## src/rtl/regfile_wb_arbiter.sv

```systemverilog
// regfile_wb_arbiter: shares the register-file write port between the ALU
// and load writeback paths. It keeps a per-register pending scoreboard and
// raises a decode hazard for source operands that are still in flight.
//
// Ports:
//   clk, rst                 clock, asynchronous active-high reset
//   alu_valid/ready/dest/data  ALU writeback handshake and payload
//   mem_valid/ready/dest/data  load writeback handshake and payload
//   issue_en, issue_dest     decode marks a destination as pending
//   chk_addr_1, chk_addr_2   decode source operands checked for hazard
//   hazard                   combinational stall request to decode
//   reg_write_en/dest/data   registered register-file write port
//   pending                  scoreboard bit per register (bit 0 always 0)
module regfile_wb_arbiter #(
    parameter int unsigned DATA_W     = 16,
    parameter int unsigned ADDR_W     = 3,
    parameter int unsigned STARVE_MAX = 3
) (
    input  logic                 clk,
    input  logic                 rst,
    input  logic                 alu_valid,
    output logic                 alu_ready,
    input  logic [ADDR_W-1:0]    alu_dest,
    input  logic [DATA_W-1:0]    alu_data,
    input  logic                 mem_valid,
    output logic                 mem_ready,
    input  logic [ADDR_W-1:0]    mem_dest,
    input  logic [DATA_W-1:0]    mem_data,
    input  logic                 issue_en,
    input  logic [ADDR_W-1:0]    issue_dest,
    input  logic [ADDR_W-1:0]    chk_addr_1,
    input  logic [ADDR_W-1:0]    chk_addr_2,
    output logic                 hazard,
    output logic                 reg_write_en,
    output logic [ADDR_W-1:0]    reg_write_dest,
    output logic [DATA_W-1:0]    reg_write_data,
    output logic [2**ADDR_W-1:0] pending
);

    localparam int unsigned NREG  = 2**ADDR_W;
    localparam int unsigned CNT_W = (STARVE_MAX < 4) ? 2 : $clog2(STARVE_MAX + 1);

    logic [CNT_W-1:0]  starve_cnt;
    logic [CNT_W-1:0]  starve_nxt;
    logic              alu_xfer;
    logic              mem_xfer;
    logic              starved;
    logic [NREG-1:0]   pending_nxt;

    // Grant: loads win ties until the ALU has waited STARVE_MAX grants.
    always_comb begin
        starved   = (starve_cnt == CNT_W'(STARVE_MAX));
        alu_ready = alu_valid && (!mem_valid || starved);
        mem_ready = mem_valid && !alu_ready;
        alu_xfer  = alu_valid && alu_ready;
        mem_xfer  = mem_valid && mem_ready;
    end

    // Starvation counter next state, saturating at STARVE_MAX.
    always_comb begin
        starve_nxt = starve_cnt;
        if (!alu_valid || alu_xfer) begin
            starve_nxt = '0;
        end else if (mem_xfer && !starved) begin
            starve_nxt = starve_cnt + CNT_W'(1);
        end
    end

    always_ff @(posedge clk or posedge rst) begin
        if (rst) begin
            starve_cnt <= '0;
        end else begin
            starve_cnt <= starve_nxt;
        end
    end

    // Registered write port; r0 writes complete the handshake but never commit.
    always_ff @(posedge clk or posedge rst) begin
        if (rst) begin
            reg_write_en   <= 1'b0;
            reg_write_dest <= '0;
            reg_write_data <= '0;
        end else if (alu_xfer) begin
            reg_write_en   <= (alu_dest != '0);
            reg_write_dest <= alu_dest;
            reg_write_data <= alu_data;
        end else if (mem_xfer) begin
            reg_write_en   <= (mem_dest != '0);
            reg_write_dest <= mem_dest;
            reg_write_data <= mem_data;
        end else begin
            reg_write_en   <= 1'b0;
        end
    end

    // Scoreboard next state: issue sets, commit clears, set wins on a tie.
    always_comb begin
        pending_nxt = pending;
        for (int unsigned i = 1; i < NREG; i++) begin
            if (issue_en && issue_dest == ADDR_W'(i)) begin
                pending_nxt[i] = 1'b1;
            end else if (reg_write_en && reg_write_dest == ADDR_W'(i)) begin
                pending_nxt[i] = 1'b0;
            end
        end
        pending_nxt[0] = 1'b0;
    end

    always_ff @(posedge clk or posedge rst) begin
        if (rst) begin
            pending <= '0;
        end else begin
            pending <= pending_nxt;
        end
    end

    // Hazard releases the cycle after commit, when the data is readable.
    always_comb begin
        hazard = ((chk_addr_1 != '0) && pending[chk_addr_1]) ||
                 ((chk_addr_2 != '0) && pending[chk_addr_2]);
    end

endmodule

```

## config.mk

```make
export PLATFORM = sky130hd
export DESIGN_NAME = regfile_wb_arbiter
export DESIGN_NICKNAME = d
export VERILOG_FILES = /design/src/rtl/regfile_wb_arbiter.sv
export SDC_FILE = /design/constraint.sdc
export NUM_CORES = 1
export LEC_CHECK = 0
export CORE_UTILIZATION = 40
export CTS_CLUSTER_DIAMETER = 50
export CTS_CLUSTER_SIZE = 12
export DETAILED_ROUTE_END_ITERATION = 10
export DONT_BUFFER_PORTS = 1
export SLEW_MARGIN = 15
export SYNTH_ARGS = -nofsm -noshare
export SYNTH_HDL_FRONTEND = slang
export SYNTH_SLANG_ARGS = --single-unit
export TNS_END_PERCENT = 50
```

## constraint.sdc

```tcl
create_clock -name clk -period 2.4 [get_ports clk]
set_clock_uncertainty 0.15 [all_clocks]
set_input_delay 0.36 -clock clk [delete_from_list [all_inputs] [get_ports clk]]
set_output_delay 0.36 -clock clk [all_outputs]
set_load 0.005 [all_outputs]
```

== Yosys cells after proc, flatten, opt, wreduce, memory -nomap -nowiden ==
Cells that the tools add are included.

* Add/sub/neg operators: 1
* Magnitude comparators: 2
* Equal/unequal tests: 15
* Muxes and demuxes: 26
* Reductions and logical operators: 41

{| class="wikitable"
|+ Operator list
! cell !! number
|-
| 16-bit 2-to-1 mux || 2
|-
| 3-bit equality test, second input constant || 8
|-
| 1-bit logical AND || 21
|-
| 1-bit 2-to-1 mux || 18
|-
| 2-bit nonzero test || 9
|-
| 3-bit by 2-bit equality test with 1-bit output, second input constant || 4
|-
| 3-bit nonzero test || 4
|-
| 3-bit by 4-bit < comparator with 1-bit output, second input constant || 2
|-
| 1-bit binary-select mux with 3-bit select || 2
|-
| 3-bit by 1-bit equality test with 1-bit output, second input constant || 2
|-
| 3-bit 2-to-1 mux || 2
|-
| 1-bit zero test || 4
|-
| 2-bit 2-to-1 mux || 2
|-
| 1-bit logical OR || 3
|-
| 2-bit by 1-bit adder with 2-bit output, second input constant || 1
|-
| 2-bit equality test, second input constant || 1
|}

* Register bits after elaboration: 29
* Bits of input ports: 52
* Output and inout port bits: 31

== Depth between registers and ports, before layout ==
Gate-level depths: netlist (run 1).

* Depth in word-level cells: 9
* Depth in mapped cells: 5

== Least setup slack after synthesis (run 1) ==
No wires, ideal clock.

* Path type: register to register
* Start point: reg starve_cnt[0]
* End point: reg reg_write_data[0]
* Library setup time: 0.126 ns
* Arrival: 1.292 ns
* Setup slack: 0.832 ns
* Stages on the path, launching flop included: 6
* Clock period less this slack: 1.568 ns
* Cell sequence: dfrtp_1 -> ha_1 -> and2b_1 -> nor2b_2 -> buf_6 -> a221o_1

* Word-level cells in the longest chain between the ends: 7

{| class="wikitable"
|+ RTL lines
! what !! line !! RTL
|-
| start: declaration || 43 || <nowiki>logic [CNT_W-1:0] starve_cnt;</nowiki>
|-
| start signal: assignment || 73 || <nowiki>starve_cnt <= starve_nxt;</nowiki>
|-
| 2-bit equality test (*) || 52 || <nowiki>starved = (starve_cnt == CNT_W'(STARVE_MAX));</nowiki>
|-
| 1-bit logical OR (*) || 53 || <nowiki>alu_ready = alu_valid && (!mem_valid || starved);</nowiki>
|-
| 1-bit logical AND (*) || 53 ||
|-
| named net alu_ready || 22 || <nowiki>output logic alu_ready,</nowiki>
|-
| 1-bit zero test || 54 || <nowiki>mem_ready = mem_valid && !alu_ready;</nowiki>
|-
| 1-bit logical AND || 54 ||
|-
| 1-bit logical AND || 56 || <nowiki>mem_xfer = mem_valid && mem_ready;</nowiki>
|-
| 2-bit nonzero test (no source line) || - ||
|-
| end signal: assignment || 86 || <nowiki>reg_write_data <= alu_data;</nowiki>
|-
| end signal: assignment || 90 || <nowiki>reg_write_data <= mem_data;</nowiki>
|-
| end: declaration || 36 || <nowiki>output logic [DATA_W-1:0] reg_write_data,</nowiki>
|}

Mark *: on every way through the listed nets, which the timed path passes. The rest lies on a longest branch.
A chain may end at the register's enable or synchronous reset.

== Worst setup path in the final report (run 1) ==
* Start point: reg starve_cnt[0]
* End point: reg reg_write_data[15]

* Word-level cells in the longest chain between the ends: 7

{| class="wikitable"
|+ RTL lines
! what !! line !! RTL
|-
| 2-bit equality test || 52 ||
|-
| 1-bit logical OR || 53 ||
|-
| 1-bit logical AND || 53 ||
|-
| 1-bit zero test || 54 ||
|-
| 1-bit logical AND || 54 ||
|-
| named net mem_ready || 26 || <nowiki>output logic mem_ready,</nowiki>
|-
| 1-bit logical AND || 56 ||
|-
| 2-bit nonzero test (no source line) || - ||
|}

The timed path passes the listed nets, and every way through them passes these cells.

==> results.sh, run 1 <==
export IMPL_root_buffer="clkbuf_4"
export IMPL_maxCapViolations=0
export IMPL_syn_inst=123
export IMPL_cts_sinks=29
export IMPL_syn_avg_cell_area_sq_um=11.5
export IMPL_final_nets=200
export IMPL_min_path_type="in -> reg"
export IMPL_synth_cell_types=27
export IMPL_initial_utilization_pct=42.2
export IMPL_grt_start_max_net_pins=30
export IMPL_antenna_cells=0
export IMPL_synthSimpleGateAreaFrac_pct=16.7
export IMPL_required_ns=2.51
export IMPL_cp_max_fo=12
export IMPL_grt_pass1_vias=1032
export IMPL_initialDrtViolationCount=43
export IMPL_cts_inserted_buffers=5
export IMPL_drt_wl_total_microns=3490
export IMPL_drc=0
export IMPL_finalMaxSlewViolations=0
export IMPL_drt_antenna_violating_nets=0
export IMPL_synth_seq_cells=29
export IMPL_die_w_microns=61.5
export IMPL_htree_levels=2
export IMPL_grt_pass1_wl_microns=4830
export IMPL_areaGrowthSynthToFinish_pct=22.9
export IMPL_rsz0062_at_grt="false"
export IMPL_hold_viol=0
export IMPL_gp_congestion=0.752
export IMPL_wl_per_cell_microns=18.0
export IMPL_worstSetupPathType="reg -> reg"
export IMPL_avgViaCountPerCell=5.57
export IMPL_max_vdd_ir_drop_mv=0.342
export IMPL_final_setup_viol_count=0
export IMPL_synth_nets=176
export IMPL_drt_pass1_iter_count=4
export IMPL_timing_setup_tns_ns=0
export IMPL_power_density_nw_per_um2=721
export IMPL_track_usage_pct=18.6
export IMPL_drive_gt1_share_pct=10.8
export IMPL_min_period_ns=2.30
export IMPL_synth_fa_ha_area_share_pct=0.883
export IMPL_fillers=314
export IMPL_synth_compound_area_share_pct=20.9
export IMPL_clk_latency_ns=0.32
export IMPL_die_area_sq_um=3790
export IMPL_yosys_mux_area_fraction_pct=6.71
export IMPL_cts_tree="yes"
export IMPL_grt_ovfl_total=0
export IMPL_whs_ns=0.0238
export IMPL_endpoint_kind="flip-flop"
export IMPL_ys_seq_area_share_pct=51.2
export IMPL_syn_cell_area_sq_um=1420
export IMPL_synthXorXnorAreaFrac_pct=0
export IMPL_critPathArrivalTime_ns=2.41
export IMPL_leakagePower_nw=0.751
export IMPL_synth_top_family_by_area="compound AO/OA/AOI/OAI gates"
export IMPL_cts_buffer_depth=2
export IMPL_antenna_found_initial=0
export IMPL_critPathLaunchType="flip-flop"
export IMPL_ctsResizeCount=0
export IMPL_min_period_over_period_pct=95.8
export IMPL_outcome="completed"
export IMPL_io_buffers=0
export IMPL_cts_reportedPaths_clkPinSlew_ns=0.10
export IMPL_max_slew_worst_pin_slew_ns=0.608
export IMPL_core_sq_um=3360
export IMPL_die_y_microns=61.5
export IMPL_ios=83
export IMPL_timing_fmax_ghz=0.435
export IMPL_via_count=1081
export IMPL_maxSlewHeadroom_pct=59.4
export IMPL_hpwl_microns=2460
export IMPL_ys_warnings_count=0
export IMPL_placement_rows=21
logic make-up after synthesis:
logic type,after synthesis
compound gates,37
fa+ha+maj,1
mux,8
other cells,1
flops,29
simple gates,40
buf+inv,7
critical path, stage by stage, from the launching register on:
cell           delay (ns)
dfrtp_1              0.40
ha_1                 0.22
a21boi_2             0.49
buf_4                0.28
a221o_1              0.16
dlygate4sd3_1        0.54
path summary, 6_finish.rpt:
path | from | endpoint | slack [ns] | depth (start not counted)
setup / recovery | starve_cnt[0] | reg_write_data[15] | 0.10 | 5
hold / removal | mem_dest[2] | reg_write_dest[2] | 0.02 | 1
setup reg to reg | starve_cnt[0] | reg_write_data[15] | 0.10 | 5
hold reg to reg | starve_cnt[0] | starve_cnt[0] | 0.29 | 1
max in group asynchronous | rst | pending[7] | 1.43 | 3
min in group asynchronous | rst | reg_write_dest[1] | 0.39 | 3
stage by stage:
step / setup slack, ns / cell area, sq um / utilization [%] / std cells / power (mW)
floorplan: 0.832 / 1420 / - / 123 / 0.759
global placement: 0.718 / 1460 / 43.3 / 166 / 0.799
detailed placement: 0.659 / 1460 / 43.3 / 166 / 0.811
CTS: 0.415 / 1580 / 47.1 / 178 / 1.24
global route: 0.0354 / 1740 / 51.8 / 194 / 1.34
finish: 0.100 / 1740 / 51.8 / 194 / 1.26
registers in the layout (all words and copies together) (netlist names):
name / cells
reg_write_data: 16
reg_write_en: 1
starve_cnt: 2
reg_write_dest: 3
pending: 7
area by class of cell:
type                       count  area [sq um]  share of cell area (%)
sequential                    29           726                    41.6
inverter                       1          3.75                   0.215
timing repair buffer          23           223                    12.8
clock buffer                   7          55.1                    3.16
tap                           46          57.6                    3.30
clock inverter                 1          30.0                    1.72
multi-input combinational     87           648                    37.2
routing by layer:
| layer | part of all wire [%] | up-vias | track usage, % |
|---|---|---|---|
| met4 | 0.49 | 0 | 5.71 |
| li1 | - | 510 | - |
| met1 | 41 | 526 | 21.9 |
| met5 | 0 | - | 0 |
| met3 | 8.1 | 2 | 9.45 |
| met2 | 51 | 43 | 29.6 |
cells in the final DEF (no fill, tap or decap), types with 2 or more instances in the layout:
master and instances:
a221o_1 19, and2_1 19, and3_1 2, buf_4 3
clkbuf_4 5, dfrtp_1 29, dlygate4sd3_1 20, mux2_2 2
mux2i_1 5, nand2_1 6, nand2b_1 6, o21ai_0 12
o31ai_1 4
cell usage after synthesis (all sizes together):
cell type | number | area [sq um]
inv | 1 | 3.75
buf | 5 | 40.0
ha | 1 | 12.5
dfrtp | 29 | 726
conb | 1 | 3.75
o31ai | 4 | 30.0
nand2b | 6 | 37.5
mux2i | 5 | 50.1
and2 | 19 | 119
o21ai | 12 | 60.1
a21boi | 1 | 7.51
nor2 | 2 | 10.0
and2b | 1 | 7.51
nor3b | 1 | 7.51
a221oi | 1 | 8.76
nand2 | 6 | 22.5
clkbuf | 1 | 3.75
a221o | 19 | 190
mux2 | 2 | 22.5
and3 | 2 | 12.5
nor2b | 2 | 15.0
nor3 | 1 | 5.00
mux4 | 1 | 22.5
power by group:
group	switching (mW)	total [mW]	internal, mW
combinational	0.0848	0.207	0.122
sequential	0.0765	0.632	0.556
clock	0.168	0.417	0.249
repair_timing:
action                                 CTS  global route
hold buffers                             4            16
buffers inserted                         0             0
endpoints found under the hold margin   31             8
No activity file was read; power rests on OpenSTA's default activity.
==> run 2: changes to the inputs <==
--- a/config.mk
+++ b/config.mk
@@ -5,6 +5,7 @@
 export SDC_FILE = /design/constraint.sdc
 export NUM_CORES = 1
 export LEC_CHECK = 0
+export CORE_ASPECT_RATIO = 2
 export CORE_UTILIZATION = 40
 export CTS_CLUSTER_DIAMETER = 50
 export CTS_CLUSTER_SIZE = 12
==> constraint.sdc (replaced) <==
create_clock -name clk -period 2.3 [get_ports clk]
set_clock_uncertainty 0.15 [all_clocks]
set_input_delay 0.345 -clock clk [delete_from_list [all_inputs] [get_ports clk]]
set_output_delay 0.345 -clock clk [all_outputs]
set_load 0.005 [all_outputs]
==> results.sh, run 2 (same netlist as run 1, synthesis figures left out) <==
export IMPL_outcome="finished, violations left"
export IMPL_violations="DRC"
export IMPL_path_cells="mux2i_1 -> mux4_2 -> o31ai_1"
export IMPL_cts_buffer_depth=2
export IMPL_grt_pass1_vias=1121
export IMPL_power_density_nw_per_um2=816
export IMPL_final_nets=181
export IMPL_critPathLaunchType="flip-flop"
export IMPL_avgViaCountPerCell=6.55
export IMPL_min_period_ns=1.87
export IMPL_drt_pass1_iter_count=7
export IMPL_ios=83
export IMPL_grt_pass1_wl_microns=5160
export IMPL_r2r_slack_ns=0.56
export IMPL_reg_top3="reg_write_data: 16 flops, pending: 7 flops, reg_write_dest: 3 flops"
export IMPL_hold_viol=0
export IMPL_timing_fmax_ghz=0.535
export IMPL_io_buffers=0
export IMPL_leakagePower_nw=0.666
export IMPL_cts_inserted_buffers=5
export IMPL_antenna_found_initial=0
export IMPL_ff2ff_path_depth=5
export IMPL_cp_slowest_cell="mux4_2"
export IMPL_htree_levels=2
export IMPL_critPathArrivalTime_ns=1.37
export IMPL_required_ns=1.80
export IMPL_whs_ns=0.0292
export IMPL_maxCapViolations=0
export IMPL_areaGrowthSynthToFinish_pct=8.12
export IMPL_cts_sinks=29
export IMPL_hpwl_microns=2550
export IMPL_gp_congestion=0.859
export IMPL_die_y_microns=86.2
export IMPL_drive_gt1_share_pct=10.9
export IMPL_endpoint_kind="output pin"
export IMPL_root_buffer="clkbuf_8"
export IMPL_cts_reportedPaths_clkPinSlew_ns=0.06
export IMPL_cts_tree="yes"
export IMPL_initial_utilization_pct=42.0
export IMPL_hold_depth=1
export IMPL_cp_max_fo=4
export IMPL_layout_common_cells="29 x dfrtp_1, 19 x and2_1, 19 x a221o_1"
export IMPL_via_count=1048
export IMPL_core_sq_um=3380
export IMPL_track_usage_pct=18.4
export IMPL_die_area_sq_um=3800
export IMPL_regMostFlops="reg_write_data"
export IMPL_largest_reg_flops=16
export IMPL_die_w_microns=44.1
export IMPL_min_path_type="in -> reg"
export IMPL_min_period_over_period_pct=81.3
export IMPL_timing_setup_tns_ns=0
export IMPL_drt_wl_total_microns=3350
export IMPL_finalMaxSlewViolations=0
export IMPL_drc=5
export IMPL_grt_start_max_net_pins=30
export IMPL_antenna_cells=0
export IMPL_fillers=332
export IMPL_initialDrtViolationCount=22
export IMPL_placement_rows=30
export IMPL_post_route_util_pct=45.4
export IMPL_r2r_end="reg_write_data[3]"
export IMPL_hp_start="issue_dest[1]"
export IMPL_layout_commonest_cell="dfrtp_1"
export IMPL_worstReg2RegStart="starve_cnt[0]"
export IMPL_wl_per_cell_microns=20.9
export IMPL_max_slew_worst_pin_slew_ns=0.582
export IMPL_grt_ovfl_total=0
export IMPL_max_vdd_ir_drop_mv=0.496
export IMPL_final_setup_viol_count=0
export IMPL_worstSetupPathType="reg -> out"
export IMPL_drt_antenna_violating_nets=0
export IMPL_crit_path_max_incr_delay_ns=0.48
export IMPL_maxSlewHeadroom_pct=61.2
export IMPL_p_total_mw=1.25
export IMPL_rsz0062_at_grt="false"
export IMPL_min_to="pending[4]"
export IMPL_clk_latency_ns=0.27
run 2: worst max-delay path: cells and delay by family, from the launching register on:
| kind | cells | cell delay, ns |
|---|---|---|
| flops | 1 | 0.42 |
| mux | 2 | 0.58 |
| compound gates | 1 | 0.11 |
run 2: where the power goes:
group	total (mW)	switching, mW	internal, mW	leakage [nW]
Sequential	0.659	0.0777	0.582	0.348
Clock	0.411	0.174	0.237	0.0443
Combinational	0.180	0.0866	0.0932	0.274
Total	1.25	0.339	0.912	0.666
run 2: repair_timing:
item,4_1_cts,5_1_grt
hold buffers,1,0
buffers inserted,0,0
endpoints found under the hold margin,29,0
resized for setup,0,0
run 2: worst max-delay path by stage:
stage,from,endpoint,depth (start not counted)
4_1_cts,pending[4],hazard,3
2_1_floorplan,starve_cnt[0],reg_write_data[0],5
3_3_place_gp,starve_cnt[0],reg_write_data[3],5
3_5_place_dp,starve_cnt[0],reg_write_data[3],5
5_1_grt,starve_cnt[0],alu_ready,4
6_report,pending[6],hazard,3
run 2: layout make-up:
type | count | area (sq um) | area share [%]
multi-input cells | 87 | 644 | 42.0
repair buffers | 4 | 32.5 | 2.12
inverters | 1 | 3.75 | 0.245
clock buffers | 7 | 86.3 | 5.63
flip-flops and latches | 29 | 726 | 47.3
well taps | 32 | 40.0 | 2.61
run 2: per-layer routing:
metal  up-vias  wire length (microns)  GRT usage [%]
met5         -                      0              0
met4         0                     73           9.37
met3         7                    315           7.08
met2        66                   1790           29.9
met1       508                   1170           20.2
li1        467                      -              -
run 2: per-stage QoR:
| step | setup slack, ns | instance area [sq um] | cells |
|---|---|---|---|
| floorplan | 0.732 | 1420 | 123 |
| finish | 0.430 | 1530 | 160 |
| global route | 0.306 | 1530 | 160 |
| detailed placement | 0.565 | 1440 | 152 |
| global placement | 0.639 | 1440 | 152 |
| CTS | 0.412 | 1530 | 160 |
